===== src/rtl/fifo_param.sv =====
// ============================================================================
// fifo_param -- single-clock FIFO with occupancy count, threshold flags and sticky errors
// Rev 1.0
// ============================================================================
`default_nettype none

module fifo_param #(
  parameter int WIDTH    = 8,
  parameter int DEPTH    = 8,
  parameter int AF_LEVEL = DEPTH - 2,
  parameter int AE_LEVEL = 2
) (
  input  logic                       clk,
  input  logic                       reset,
  input  logic                       write,
  input  logic                       read,
  input  logic [WIDTH-1:0]           data_in,
  input  logic                       clr_err,
  output logic [WIDTH-1:0]           data_out,
  output logic [$clog2(DEPTH):0]     count,
  output logic                       full,
  output logic                       empty,
  output logic                       almost_full,
  output logic                       almost_empty,
  output logic                       overflow,
  output logic                       underflow
);

  localparam int                  c_AW    = $clog2(DEPTH);
  localparam logic [c_AW:0]       c_DEPTH = DEPTH[c_AW:0];
  localparam logic [c_AW:0]       c_AF    = AF_LEVEL[c_AW:0];
  localparam logic [c_AW:0]       c_AE    = AE_LEVEL[c_AW:0];

  logic [WIDTH-1:0] r_mem [DEPTH];
  logic [c_AW-1:0]  r_wr_ptr;
  logic [c_AW-1:0]  r_rd_ptr;
  logic [c_AW:0]    r_count;
  logic [WIDTH-1:0] r_data_out;
  logic             r_overflow;
  logic             r_underflow;

  logic             w_rd_acc;
  logic             w_wr_acc;
  logic             w_ovf_set;
  logic             w_unf_set;

  assign full         = (r_count == c_DEPTH);
  assign empty        = (r_count == '0);
  assign almost_full  = (r_count >= c_AF);
  assign almost_empty = (r_count <= c_AE);

  // A read on a full FIFO frees a slot on the same edge, so the write may proceed.
  assign w_rd_acc  = read && !empty;
  assign w_wr_acc  = write && (!full || w_rd_acc);
  assign w_ovf_set = write && !w_wr_acc;
  assign w_unf_set = read && !w_rd_acc;

  always_ff @(posedge clk) begin
    if (w_wr_acc && !reset) begin
      r_mem[r_wr_ptr] <= data_in;
    end
  end

  always_ff @(posedge clk) begin
    if (reset) begin
      r_wr_ptr    <= '0;
      r_rd_ptr    <= '0;
      r_count     <= '0;
      r_data_out  <= '0;
      r_overflow  <= 1'b0;
      r_underflow <= 1'b0;
    end else begin
      if (w_wr_acc) begin
        r_wr_ptr <= r_wr_ptr + 1'b1;
      end
      if (w_rd_acc) begin
        r_data_out <= r_mem[r_rd_ptr];
        r_rd_ptr   <= r_rd_ptr + 1'b1;
      end
      if (w_wr_acc && !w_rd_acc) begin
        r_count <= r_count + 1'b1;
      end else if (w_rd_acc && !w_wr_acc) begin
        r_count <= r_count - 1'b1;
      end
      // A new error in the same cycle as clr_err wins.
      r_overflow  <= (r_overflow  && !clr_err) || w_ovf_set;
      r_underflow <= (r_underflow && !clr_err) || w_unf_set;
    end
  end

  assign data_out  = r_data_out;
  assign count     = r_count;
  assign overflow  = r_overflow;
  assign underflow = r_underflow;

endmodule

`default_nettype wire


===== config.mk =====
export PLATFORM = sky130hd
export DESIGN_NAME = fifo_param
export DESIGN_NICKNAME = d
export VERILOG_FILES = /design/src/rtl/fifo_param.sv
export SDC_FILE = /design/constraint.sdc
export NUM_CORES = 1
export LEC_CHECK = 0
export BUFFER_PORTS_ARGS = -buffer_cell sky130_fd_sc_hd__buf_2
export CAP_MARGIN = 30
export CORE_MARGIN = 1.5
export CORE_UTILIZATION = 52
export CTS_CLUSTER_DIAMETER = 150
export DETAILED_ROUTE_END_ITERATION = 6
export GPL_TIMING_DRIVEN = 0
export PLACE_DENSITY = 0.74
export SETUP_SLACK_MARGIN = 0.4
export SYNTH_ARGS = -nofsm -noshare
export SYNTH_HDL_FRONTEND = slang
export SYNTH_SLANG_ARGS = --single-unit

===== constraint.sdc =====
create_clock -name clk -period 2.77 [get_ports clk]
set_input_delay 0.1385 -clock clk [delete_from_list [all_inputs] [get_ports clk]]
set_output_delay 0.1385 -clock clk [all_outputs]
set_load 0.01 [all_outputs]

==> out/summary.md <==
The flow ran to the end, and the final reports show no timing, DRC or antenna violations. The logs give 0.430 for the share of total power in sequential cells and 31 for the number of top-level pins. TritonCTS built the clock tree. The main flop type after synthesis is edfxtp_1. The analysis attributes to cell leakage a power of 1.43 nW. The fraction of registers with async set or reset after synthesis came out at 0.

The first global-routing pass estimated 10.2 mm of wire. For the floorplan die area, the log shows 0.00688 mm². Clock insertion delay at the later pin of the skew report: 0.34 ns.

After synthesis, the largest family of logic cells by area is multiplexers. Using the TritonRoute via totals, the vias-per-cell ratio works out to 5.69. Including well taps, the total number of placed cells is 313.

The post-synthesis instance area is 0.00332 mm². From synthesis to final layout, the design area changed by 20.1%. The sum of net half-perimeters after detailed placement is 4.27 mm, and the instance count of the mapped netlist is 204.

Summed over all layers, the global routing overflow is 0. In this run, the number of DRC markers left after iteration 0 of detailed routing was 192. Synthesized area per cell: 16.3 µm². The initial antenna violation count is 0, and the power per unit of standard cell area is 906 mW/mm². The required time at the endpoint of the critical path is 3.00 ns, and the actual slew at the worst max-slew pin is 0.963 ns. The max-capacitance violation count was 0; the post-synthesis simple-gate area fraction was 0.0791. The most common cell in the synthesized netlist is edfxtp_1. The number of antenna repair diodes is 0. The share of total power consumed by net switching was 0.281.

The top-area cell type share of the netlist area was 0.578. The vertical extent of the die was 82.9 µm; the clock transition at the registers of the reported paths was 0.09 ns. The tools report the kind of start point of the critical path as a flip-flop. The max-slew headroom at the worst pin came out at 0.353. Cell taking the most area after synthesis: edfxtp_1. The xor/xnor share of the synthesized area was 0.0181; the final layout net count was 278.

The final critical-path required period is 2.48 ns, and the sequential element share of the synthesized area is 0.699. The critical path endpoint category is a flip-flop. Counting every net in the synthesized netlist gives 223.

The tools report the number of failing setup endpoints in the final timing report as 0. The critical path start-end classification is flip-flop to flip-flop. In this run the worst path has a maximum fanout of 4. The logs give 16 for the largest net degree at the start of global routing and 0.110 ns for the post-placement setup slack. The combinational cell fraction of total power came out at 0.286. For the final-layout setup total negative slack, the log shows 0 ns. The number of global-route vias before repair was 1,926; the effective utilization at floorplan was 0.548. Counting along the longest clock path gives a buffer depth of 2. Cell internal power was estimated by the tool at 2.60 mW. For this run, the slowest stage of the critical path takes 0.57 ns.

The number of antenna-violating nets in the routed design was 0; the clock tree skew after final layout was 0.00601 ns. Adder and majority gate portion of the synthesized area: 0.0248. Detailed-route DRC error count: 0. In this run the core area contains 28 standard-cell rows. Traced cell by cell, the critical path runs through or4b_4, o21ai_4, inv_4, ha_4, inv_4, ha_4, a21oi_4, a211oi_1, a31oi_1, mux2_2. The first detailed-routing pass ran for 4 iterations. The logs give 2.71 ns for the data arrival time of the critical path and 3 for the CTS H-tree depth. For this run, the top clock speed supported by timing is 403 MHz. Yosys attributes the largest share of cell area to edfxtp_1, dfxtp_1, mux4_2. The tools report the count of final max-slew check failures as 0.

Total of warnings raised by yosys: 0. The share of the clock period used by the worst path was 0.895; the CTS buffer count was 9. In this run, post-CTS hold repair placed 0 buffers. The total wirelength of the detailed-routed design was 6.38 mm. Root buffer selected by CTS: clkbuf_8. The path class of the tightest hold or removal check is primary input to flip-flop. The total of flip-flops plus latches after synthesis was 84. The floorplan step defined a core boundary enclosing 0.00606 mm². The net switching component of the power was 1.02 mW.

The run gives 0.000509 V as the peak supply drop. Dividing the detail-routed wire length by the instance count gives 18.8 µm. Setup repair after global routing could not meet its margin everywhere. The die is 82.9 µm wide. Summing over every cut layer, the via total after detailed routing is 1,928. The tools report the global-route total usage across every layer as 0.200. In this run, synthesis inferred 64 flip-flops with an integrated enable.

The clock share of power was 0.284. The final hold violation count was 0; the clock sink total was 84. The run gives 0.718 as the weighted congestion reported at the end of routability-driven placement. For the post-layout worst setup margin, the log shows 0.290 ns.

The commonest cells after synthesis are edfxtp_1, nor2_1, dfxtp_1, mux4_2, nor3_1. The complex-gate fraction of the synthesized area works out to 0.0418. The share of synthesized area spent on multiplexers is 0.118. The cell type of the slowest stage on the worst timing path is or4b_4. Buffers placed on the I/O ports in this run total 29. The fraction of layout cells with a size suffix above 1 is 0.367, and the number of non-filler instances in the completed layout is 339. For the count of different cell masters after synthesis, the log shows 35.
-- flip-flops by register name, summed over array words and instances, names as in the netlist --
signal,flops
r_rd_ptr,3
overflow,1
count,4
r_wr_ptr,3
data_out,8
r_mem,64
underflow,1
-- metal layers --
layer	share of wire	vias to the layer above	routed length, µm	global-route usage
li1	-	900	-	-
met1	0.45	970	2850	0.270
met2	0.49	47	3130	0.329
met3	0.047	11	297	0.0338
met4	0.016	0	102	0.0758
met5	0	-	0	0
-- cell type report --
type	instances	area (µm²)
clock buffer	10	128
tap	75	93.8
buffer	10	56.3
sequential	84	2340
inverter	4	20.0
clock inverter	6	113
multi-input combinational	106	985
timing repair buffer	44	258
fill	436	2070
-- cell usage in the layout (no fill, tap or decap), drive strengths merged, types with 7 or more instances in the layout --
cell / count
buf: 49
dfxtp: 20
o22ai: 8
mux4: 16
nor2: 27
nor3: 11
nand2: 7
clkbuf: 15
edfxtp: 64
-- metrics by stage --
stage               cell area [µm²]  total power, mW  hold slack [ns]   util
floorplan                      3360             2.26            0.237      -
global placement               3600             2.50            0.409  0.594
detailed placement             3650             2.54            0.415  0.602
CTS                            3970             3.62           0.0545  0.655
global route                   3990             3.79           0.0677  0.658
finish                         3990             3.62           0.0682  0.658
-- logic make-up (layout without fill, tap and decap cells) --
family	after synthesis	count (layout)
compound gates	20	20
buf+inv	14	74
simple gates	55	55
fa+ha+maj	6	6
flops	84	84
mux	19	19
xor+xnor	6	6
-- critical path, delay by kind of cell, from the launching register on --
family                     cells  cell delay (ns)
AOI/OAI and AO/OA              4             0.60
and+or+nand+nor                1             0.57
DFF                            1             0.36
muxes                          1             0.35
buffers and inverters          2             0.12
adders and majority gates      2             0.37
-- timing repair --
action / 4_1_cts / 5_1_grt
setup endpoints to repair: 1 / 2
pin swaps: 5 / 3
resized for setup: 4 / 3
buffers inserted: 9 / 1
-- power groups by stage --
stage | clock network (mW) | registers (mW) | logic [mW]
6_report | 1.03 | 1.55 | 1.03
5_1_grt | 1.09 | 1.57 | 1.13
4_1_cts | 1.04 | 1.55 | 1.02
3_5_place_dp | 0 | 1.59 | 0.946
3_3_place_gp | 0 | 1.59 | 0.913
2_1_floorplan | 0 | 1.61 | 0.654
-- worst paths after layout --
kind                                          startpoint                  endpoint  slack [ns]  depth (start not counted)
worst max-delay path               count[1]$_SDFFE_PP0P_     count[3]$_SDFFE_PP0P_        0.29                         10
worst min register to register  data_out[5]$_SDFFE_PP0P_  data_out[5]$_SDFFE_PP0P_        0.49                          2
worst max register to register     count[1]$_SDFFE_PP0P_     count[3]$_SDFFE_PP0P_        0.29                         10
worst min-delay path                          data_in[0]     r_mem[3][0]$_DFFE_PP_        0.07                          1
Power figures use the tool's default switching activity.
